<file path="src/rtl/eth_tx_stream_arbiter.sv">
// Packet-level two-source arbiter for the shared 64-bit AXI-Stream Ethernet TX path.
// Define ARB_STRICT_PRIO_EN for strict source-0 priority instead of round-robin.
module eth_tx_stream_arbiter #(
    parameter int DATA_WIDTH = 64,
    parameter int CNT_WIDTH  = 32
) (
    input  logic                      clk,
    input  logic                      rstn,
    input  logic [DATA_WIDTH-1:0]     s0_axis_tdata,
    input  logic [DATA_WIDTH/8-1:0]   s0_axis_tkeep,
    input  logic                      s0_axis_tvalid,
    output logic                      s0_axis_tready,
    input  logic                      s0_axis_tlast,
    input  logic [DATA_WIDTH-1:0]     s1_axis_tdata,
    input  logic [DATA_WIDTH/8-1:0]   s1_axis_tkeep,
    input  logic                      s1_axis_tvalid,
    output logic                      s1_axis_tready,
    input  logic                      s1_axis_tlast,
    output logic [DATA_WIDTH-1:0]     m_axis_tdata,
    output logic [DATA_WIDTH/8-1:0]   m_axis_tkeep,
    output logic                      m_axis_tvalid,
    input  logic                      m_axis_tready,
    output logic                      m_axis_tlast,
    output logic                      busy,
    output logic                      grant_id,
    output logic [CNT_WIDTH-1:0]      frame_cnt0,
    output logic [CNT_WIDTH-1:0]      frame_cnt1
);

    localparam logic [CNT_WIDTH-1:0] CNT_ONE = {{(CNT_WIDTH-1){1'b0}}, 1'b1};

    typedef enum logic {
        IDLE,
        BUSY
    } state_t;

    state_t state;
    logic   last_grant;
    logic   arb_pick;
    logic   xfer_last;

    always_comb begin
        arb_pick = 1'b0;
`ifdef ARB_STRICT_PRIO_EN
        arb_pick = ~s0_axis_tvalid;
`else
        if (s0_axis_tvalid && s1_axis_tvalid) begin
            arb_pick = ~last_grant;
        end else begin
            arb_pick = ~s0_axis_tvalid;
        end
`endif
    end

    // Zero-latency mux: the path is only live while a frame owns it
    always_comb begin
        m_axis_tdata   = '0;
        m_axis_tkeep   = '0;
        m_axis_tvalid  = 1'b0;
        m_axis_tlast   = 1'b0;
        s0_axis_tready = 1'b0;
        s1_axis_tready = 1'b0;
        if (state == BUSY) begin
            if (grant_id) begin
                m_axis_tdata   = s1_axis_tdata;
                m_axis_tkeep   = s1_axis_tkeep;
                m_axis_tvalid  = s1_axis_tvalid;
                m_axis_tlast   = s1_axis_tlast;
                s1_axis_tready = m_axis_tready;
            end else begin
                m_axis_tdata   = s0_axis_tdata;
                m_axis_tkeep   = s0_axis_tkeep;
                m_axis_tvalid  = s0_axis_tvalid;
                m_axis_tlast   = s0_axis_tlast;
                s0_axis_tready = m_axis_tready;
            end
        end
    end

    assign xfer_last = m_axis_tvalid & m_axis_tready & m_axis_tlast;
    assign busy      = (state == BUSY);

    always_ff @(posedge clk or negedge rstn) begin
        if (!rstn) begin
            state      <= IDLE;
            grant_id   <= 1'b0;
            last_grant <= 1'b1;
            frame_cnt0 <= '0;
            frame_cnt1 <= '0;
        end else begin
            case (state)
                IDLE: begin
                    if (s0_axis_tvalid || s1_axis_tvalid) begin
                        grant_id <= arb_pick;
                        state    <= BUSY;
                    end
                end
                BUSY: begin
                    if (xfer_last) begin
                        state      <= IDLE;
                        last_grant <= grant_id;
                        if (grant_id) begin
                            frame_cnt1 <= frame_cnt1 + CNT_ONE;
                        end else begin
                            frame_cnt0 <= frame_cnt0 + CNT_ONE;
                        end
                    end
                end
                default: state <= IDLE;
            endcase
        end
    end

endmodule

</file>
<file path="config.mk">
export PLATFORM = sky130hd
export DESIGN_NAME = eth_tx_stream_arbiter
export DESIGN_NICKNAME = d
export VERILOG_FILES = /design/src/rtl/eth_tx_stream_arbiter.sv
export SDC_FILE = /design/constraint.sdc
export NUM_CORES = 1
export LEC_CHECK = 0
export BUFFER_PORTS_ARGS = -buffer_cell sky130_fd_sc_hd__buf_2
export CAP_MARGIN = 20
export CORE_AREA = 4 4 110 112
export CTS_CLUSTER_DIAMETER = 200
export DETAILED_ROUTE_END_ITERATION = 8
export DIE_AREA = 0 0 114 116
export GPL_ROUTABILITY_DRIVEN = 0
export PLACE_DENSITY_LB_ADDON = 0.3
export SLEW_MARGIN = 0
export SYNTH_ARGS = -nofsm -noshare
export SYNTH_HDL_FRONTEND = slang
export SYNTH_SLANG_ARGS = --single-unit
</file>
<file path="constraint.sdc">
create_clock -name clk -period 4.5 [get_ports clk]
set_input_delay 0.225 -clock clk [delete_from_list [all_inputs] [get_ports clk]]
set_output_delay 0.225 -clock clk [all_outputs]
set_load 0.005 [all_outputs]
</file>
Word level (Yosys, flattened, before mapping). Index checks and enable logic that the tools add are counted.

Register bits: 67. Bits in latches: 0. Memory bits (writable): 0. ROM bits: 0. Input bits: 151. Output and inout port bits: 142. Logic and storage cells: 35. Memories: 0.

$add $sub $neg: 2. Multipliers: 0. Divide/modulo/power cells: 0. Magnitude comparators: 0. Equal/unequal tests: 0. Shift-type cells: 0. Muxes and demuxes: 16. Bitwise operators: 6. Reductions and logical operators: 6.

Operators with widths (number): 64-bit two-way mux (2); 32-bit by 1-bit adder with 32-bit output, second input constant (2); 8-bit two-way mux (2); 1-bit two-way mux (11); 3-bit AND reduction (2); 1-bit NOT (4); 2-bit AND reduction (2); 1-bit AND (2); 1-bit case mux with 2 select lines (1); 1-bit logical AND (1); 1-bit logical OR (1).

Depth between registers and ports, before layout. Gate-level depths: netlist (run 1).

Depth in word-level cells: 6. Mapped depth: 7. Mapped depth without buffers: 6.

Worst setup path after synthesis (run 1). Ideal clock, no wire load.

Path type: reg2reg. Start point: reg state (netlist: busy). End point: reg frame_cnt1[31]. Library setup time: 79 ps. Data arrival time: 1711 ps. Required time: 4421 ps. Path slack: 2709 ps. Cell stages (with the launch flop): 8. Buffers on the path: 2. Clock period less this slack: 1791 ps. Cells stage by stage: dfrtp_1 > buf_4 > and4_4 > nand2_2 > or3_1 > buf_6 > nor4_4 > xor2_1.

Cells in the longest elaborated chain, start to end: 4.

Ends and longest elaborated chain: start, declared (RTL line 37) `state_t state;`; start signal, assigned (RTL line 85) `state <= IDLE;`; start signal, assigned (RTL line 95) `state <= BUSY;`; start signal, assigned (RTL line 100) `state <= IDLE;`; 1-bit two-way mux (RTL line 63) `if (state == BUSY) begin`; 1-bit AND (2 in a row) (RTL line 80) `assign xfer_last = m_axis_tvalid & m_axis_tready & m_axis_tlast;`; 3-bit AND reduction (no source line) *; end signal, assigned (RTL line 103) `frame_cnt1 <= frame_cnt1 + CNT_ONE;`; end, declared (RTL line 27) `output logic [CNT_WIDTH-1:0] frame_cnt1`.

Every way passes the cells marked *; elsewhere a longest branch is shown, timed or not. A chain may end at the register's enable or synchronous reset.

Worst setup path in the final report (run 1).
Start point: reg grant_id. End point: out m_axis_tdata[9].

Cells in the longest elaborated chain, start to end: 2.

Ends and longest elaborated chain: start, declared (RTL line 25) `output logic grant_id,`; start signal, assigned (RTL line 94) `grant_id <= arb_pick;`; 64-bit two-way mux (RTL line 64) `if (grant_id) begin`; 64-bit two-way mux (RTL line 63); end, declared (RTL line 19) `output logic [DATA_WIDTH-1:0] m_axis_tdata,`.

No other way between the ends.

==> results_dict.tcl, run 1 <==
set metrics [dict create \
    die_h_um 116 \
    cts_tree "built" \
    synth_edf_count 0 \
    status "complete, no violations" \
    synth_commonest_cells "87 x nor2_1, 74 x mux2i_1, 66 x dfrtp_1, 41 x xnor2_1, 25 x nand2_1" \
    grt_pass1_vias 4261 \
    fmax_ghz 0.3747 \
    n_antenna_cell 0 \
    insertion_delay_ns 0.33 \
    worst_slew_pin_slew_ns 0.8609 \
    grt_pass1_wl_um 22900 \
    grt_start_max_net_pins 77 \
    cp_data_arrival_time_ns 2.44 \
    syn_nets 590 \
    postRouteAntennaNets 0 \
    num_io_pins 293 \
    finalHoldViolations 0 \
    power_mw 2.670 \
    synth_area_leader_cell "dfrtp_1" \
    die_x_um 114 \
    cts_setup_buffers 0 \
    rsz0062_at_grt "no" \
    overflow 0 \
    synthFlopType "dfrtp_1" \
    max-vdd-ir-drop_uv 290.3 \
    multi_input_area_sq_um 2349 \
    powerDensity_nw_per_um2 435.2 \
    power_switching_mw 0.8915 \
    h-tree-depth 3 \
    synthesis.area_sq_um 4153 \
    async_reset_ff_frac 1.000 \
    synth.distinct_cells 37 \
    drt_first_pass_iters 4 \
    p_int_mw 1.778 \
    syn2layout_area_growth_pct 47.73 \
    power_frac_comb 0.395 \
    ys_ff_latch 67 \
    end_kind "primary output" \
    criticalPathCategory "flip-flop to primary output" \
    cts_buffers 9 \
    start_kind "flip-flop" \
    synth_top_area_frac 0.3977 \
    crit_fanout 50 \
    drive_gt1_frac 0.4492 \
    finalCriticalPeriod_ns 2.669 \
    drt-initial-drc-count 358 \
    synth_most_common_cell "nor2_1" \
    placed_cells 852 \
    grtUsageTotal 0.2220 \
    routed_wl_um 15220 \
    hpwl_um 12420 \
    final-max-slew-violation-count 0 \
    maxCapViolCount 0 \
    setup_viol 0 \
    root_buffer "clkbuf_16" \
    cp.required_ns 4.28 \
    syn_inst 437 \
    seq_area_sq_um 1682 \
    clk_path_buf_depth 2 \
    finalClockSkew_ns 0.006656 \
    layout.cells.non_filler 871 \
    wl_per_cell_um 17.48 \
    cts.clk_slew.worst_paths_ns 0.05 \
    avgViaCountPerCell 4.894 \
    fin_setup_tns_ns 0 \
    finalCritPeriodShare 0.5930 \
    yosysSeqAreaShare 0.4040 \
    antenna_found_initial 1 \
    dieArea_sq_um 13220 \
    clock-sinks 67 \
    drc 0 \
    avgSynthCellArea_sq_um 9.503 \
    switching_share 0.3339 \
    start_util 0.3700 \
    vias 4263 \
    slew_headroom 0.4208 \
    synthTopCellsByArea "dfrtp_1 40%, mux2i_1 18%, xnor2_1 8.6%" \
    io_buffers 292 \
    final_nets 876 \
    seqPwrFrac 0.284 \
    leakage_nw 3.467 \
    fillers 1024 \
    rows 39 \
    clock_power_share 0.321 \
    holdCritPathClass "primary input to flip-flop" \
    core_sq_um 11220 \
    synthesis.yosys.warnings 0 \
]
## kinds of logic after synthesis
family | after synthesis | share of synthesized area
adders and majority gates | 2 | 0.006025
and+or+nand+nor | 196 | 0.2374
DFF | 67 | 0.4040
muxes | 76 | 0.1838
buffers and inverters | 29 | 0.03043
xor gates and xnor gates | 62 | 0.1308
AOI/OAI and AO/OA | 5 | 0.007532
## sequential cells by signal, indices dropped and copies added, names as in the netlist
register	flops
last_grant	1
frame_cnt1	32
frame_cnt0	32
busy	1
grant_id	1
## through the flow
stage                     hold slack, ns  instance area, sq um  utilization  setup WS, ns
after floorplan                 -0.07059                  4153            -         2.709
after global placement            0.4573                  5712       0.5089         2.173
after detailed placement          0.4549                  5712       0.5089         2.113
after CTS                         0.1259                  6077       0.5415         1.758
after global routing              0.2243                  6135       0.5466         1.668
final                             0.2025                  6135       0.5466         1.832
## critical path, stage by stage, from the launching register on
cell	delay, ns
dfrtp_4	0.73
buf_4	0.72
mux2i_1	0.35
nor2_1	0.10
buf_2	0.17
## placed cells by master (no fill, tap or decap), types with 2 or more instances in the layout
master       n
buf_2      292
o21ai_0      3
nand4_1     14
dfrtp_1     65
mux2i_1     74
nand2_1     25
ha_1         2
inv_1        6
xor2_1      21
buf_4        2
bufinv_16    4
nor4_1       3
xnor2_1     41
clkbuf_16    9
nor2_1      87
nor3_1      11
nor4_4       2
and4_1       2
mux2_2       2
nand3_1     23
and3_1      14
or3_1        4
## per-layer routing
metal | up-vias | part of all wire | global-route usage
met1 | 2008 | 0.41 | 0.2795
li1 | 2065 | - | -
met5 | - | 0.00085 | 0
met4 | 2 | 0.015 | 0.05226
met3 | 19 | 0.075 | 0.06893
met2 | 169 | 0.50 | 0.3747
## cell type report
class | instances | area share
Clock buffer | 10 | 0.03732
Clock inverter | 6 | 0.02223
Inverter | 7 | 0.004283
Multi-Input combinational cell | 341 | 0.3828
Sequential cell | 67 | 0.2741
Tap cell | 143 | 0.02917
Timing Repair Buffer | 297 | 0.2501
## worst paths after layout
path / endpoint / slack, ns / startpoint / cells past startpoint
setup reg to reg: frame_cnt1[24] / 2.14 / grant_id / 5
max in group asynchronous: last_grant / 3.30 / rstn / 4
hold / removal: busy / 0.20 / m_axis_tready / 2
setup / recovery: m_axis_tdata[9] / 1.83 / grant_id / 4
hold reg to reg: frame_cnt0[31] / 0.47 / frame_cnt0[31] / 1
min in group asynchronous: frame_cnt1[25] / 0.33 / rstn / 2
## what timing repair did
action | CTS | global route
hold endpoints to repair | 0 | 13
hold buffers | 0 | 1
gates resized for setup | 0 | 0
## power groups by stage
stage | combinational, mW | sequential [mW] | clock (mW)
floorplan | 0.644 | 0.696 | 0
global placement | 1.05 | 0.762 | 0
detailed placement | 1.05 | 0.767 | 0
CTS | 1.06 | 0.757 | 0.868
global route | 1.17 | 0.768 | 0.896
finish | 1.06 | 0.758 | 0.857
(Power assumes the default switching activity.)
==> run 2: changes to the inputs <==
--- a/config.mk
+++ b/config.mk
@@ -7,10 +7,10 @@
 export LEC_CHECK = 0
 export BUFFER_PORTS_ARGS = -buffer_cell sky130_fd_sc_hd__buf_2
 export CAP_MARGIN = 20
-export CORE_AREA = 4 4 110 112
+export CORE_AREA = 4 4 113 115
 export CTS_CLUSTER_DIAMETER = 200
 export DETAILED_ROUTE_END_ITERATION = 8
-export DIE_AREA = 0 0 114 116
+export DIE_AREA = 0 0 117 119
 export GPL_ROUTABILITY_DRIVEN = 0
 export PLACE_DENSITY_LB_ADDON = 0.3
 export SLEW_MARGIN = 0
==> constraint.sdc (replaced) <==
create_clock -name clk -period 2.2 [get_ports clk]
set_input_delay 0.11 -clock clk [delete_from_list [all_inputs] [get_ports clk]]
set_output_delay 0.11 -clock clk [all_outputs]
set_load 0.005 [all_outputs]
==> run 2 against run 1 <==
Net effect: count of clock-buffer cells in the layout up 1; combinational power rose by 120%; via count up 2.3%; cell area fell by 0.47%; register-to-register slack worse by 1.9 ns; non-clock buffer count up 6; cell count grew 1.1%; global-route usage down 0.71 points; die area grew 5.3%; clock power increased by 54%; critical endpoint is now m_axis_tdata[42]; routed wire length rose by 1.0%.
==> results_dict.tcl, run 2 (same netlist as run 1, synthesis figures left out) <==
set metrics [dict create \
    status "complete, no violations" \
    cts_hold_buf 1 \
    avgViaCountPerCell 4.950 \
    die_h_um 119 \
    finalCriticalPeriod_ns 1.996 \
    rows 40 \
    end_kind "primary output" \
    max-vdd-ir-drop_uv 538.1 \
    leakage_nw 3.464 \
    fin_ws_ns 0.2042 \
    root_buffer "clkbuf_16" \
    post_cts_resized 0 \
    cts_setup_buffers 0 \
    mostFrequentLayoutCells "292 x buf_2, 87 x nor2_1, 74 x mux2i_1, 65 x dfrtp_1, 41 x xnor2_1" \
    powerDensity_nw_per_um2 829.2 \
    path_buf_inv 2 \
    clock_power_share 0.261 \
    grt_start_max_net_pins 80 \
    final_nets 882 \
    clock-sinks 67 \
    layout.cells.most_common "buf_2" \
    setup_viol 0 \
    routed_wl_um 15380 \
    fillers 1108 \
    grt_pass1_vias 4488 \
    crit_slowest_cell "dfrtp_4" \
    power_switching_mw 1.815 \
    clk_path_buf_depth 2 \
    drt-initial-drc-count 322 \
    p_int_mw 3.248 \
    dieArea_sq_um 13920 \
    syn2layout_area_growth_pct 47.03 \
    cp_cell_sequence "buf_12 -> mux2i_1 -> nor2_1 -> buf_2" \
    start_util 0.3516 \
    antenna_found_initial 2 \
    h-tree-depth 3 \
    insertion_delay_ns 0.33 \
    num_io_pins 293 \
    largestRegisters "frame_cnt0 x32, frame_cnt1 x32" \
    finalHoldViolations 0 \
    worst_slew_pin_slew_ns 0.5756 \
    cts_buffers 9 \
    finalClockSkew_ns 0.007037 \
    overflow 0 \
    rsz0062_at_grt "no" \
    wl_per_cell_um 17.45 \
    postRouteAntennaNets 0 \
    fin_setup_tns_ns 0 \
    crit_fanout 79 \
    critPathMaxStageDelay_ns 0.43 \
    io_buffers 292 \
    seqPwrFrac 0.283 \
    die_x_um 117 \
    cp_data_arrival_time_ns 1.89 \
    cts_tree "built" \
    drt_first_pass_iters 5 \
    cp.required_ns 2.09 \
    maxCapViolCount 0 \
    fmax_ghz 0.5011 \
    finalCritPeriodShare 0.9072 \
    switching_share 0.3585 \
    hpwl_um 12880 \
    seq_area_sq_um 1682 \
    holdCritPathClass "primary input to flip-flop" \
    slew_headroom 0.6162 \
    grt_pass1_wl_um 23450 \
    core_sq_um 11810 \
    criticalPathCategory "flip-flop to primary output" \
    cts.clk_slew.worst_paths_ns 0.05 \
    drc 0 \
    grtUsageTotal 0.2149 \
    multi_input_area_sq_um 2349 \
    critPathTopFamily "buffers and inverters" \
    dpl_worst_slack_ns 0.2299 \
    drive_gt1_frac 0.4543 \
    final-max-slew-violation-count 0 \
    vias 4361 \
    power_frac_comb 0.456 \
    start_kind "flip-flop" \
]
[run 2: final cells by class]
class                      instances  share of cell area
inverter                           7            0.004303
clock buffer                      11             0.04139
tap                              147             0.03012
clock inverter                     4            0.004303
sequential                        67              0.2754
multi-input combinational        341              0.3846
antenna                            1           0.0004098
timing repair buffer             303              0.2594
[run 2: path summary, 6_finish.rpt]
| kind | slack (ns) | endpoint | startpoint | cells after the start |
|---|---|---|---|---|
| worst max-delay path | 0.20 | m_axis_tdata[42] | grant_id | 4 |
| worst min-delay path | 0.11 | last_grant | s1_axis_tlast | 3 |
| worst max register to register | 0.23 | frame_cnt0[25] | grant_id | 5 |
| worst min register to register | 0.47 | frame_cnt0[31] | frame_cnt0[31] | 1 |
| max in group asynchronous | 1.29 | frame_cnt1[31] | rstn | 3 |
| min in group asynchronous | 0.32 | frame_cnt1[22] | rstn | 2 |
[run 2: worst min-delay path: stages]
cell	delay, ns
buf_2	0.12
nand3_1	0.11
o21ai_0	0.09
[run 2: routing by layer]
| layer | wire length (um) | part of all wire | global-route usage | vias to the layer above |
|---|---|---|---|---|
| met5 | 7 | 0.00046 | 0 | - |
| met4 | 380 | 0.025 | 0.07025 | 2 |
| met3 | 1337 | 0.087 | 0.07012 | 26 |
| met2 | 7837 | 0.51 | 0.3670 | 184 |
| met1 | 5814 | 0.38 | 0.2511 | 2070 |
| li1 | - | - | - | 2079 |
[run 2: per-stage QoR]
step | utilization | total power [mW] | instance area, sq um | hold WS [ns] | cells
after global placement | 0.4923 | 3.780 | 5814 | 0.1342 | 864
after floorplan | - | 2.742 | 4153 | -0.1856 | 437
after CTS | 0.5167 | 5.151 | 6103 | 0.09880 | 880
final | 0.5169 | 5.063 | 6106 | 0.1095 | 881
after global routing | 0.5169 | 5.412 | 6106 | 0.1211 | 881
after detailed placement | 0.4923 | 3.798 | 5814 | 0.1387 | 864
[run 2: power by group through the flow]
stage                     Sequential (mW)  Combinational [mW]  Clock [mW]
after floorplan                      1.42                1.32           0
after global placement               1.44                2.34           0
after detailed placement             1.45                2.35           0
after CTS                            1.43                2.36        1.36
after global routing                 1.45                2.55        1.42
final                                1.43                2.31        1.32
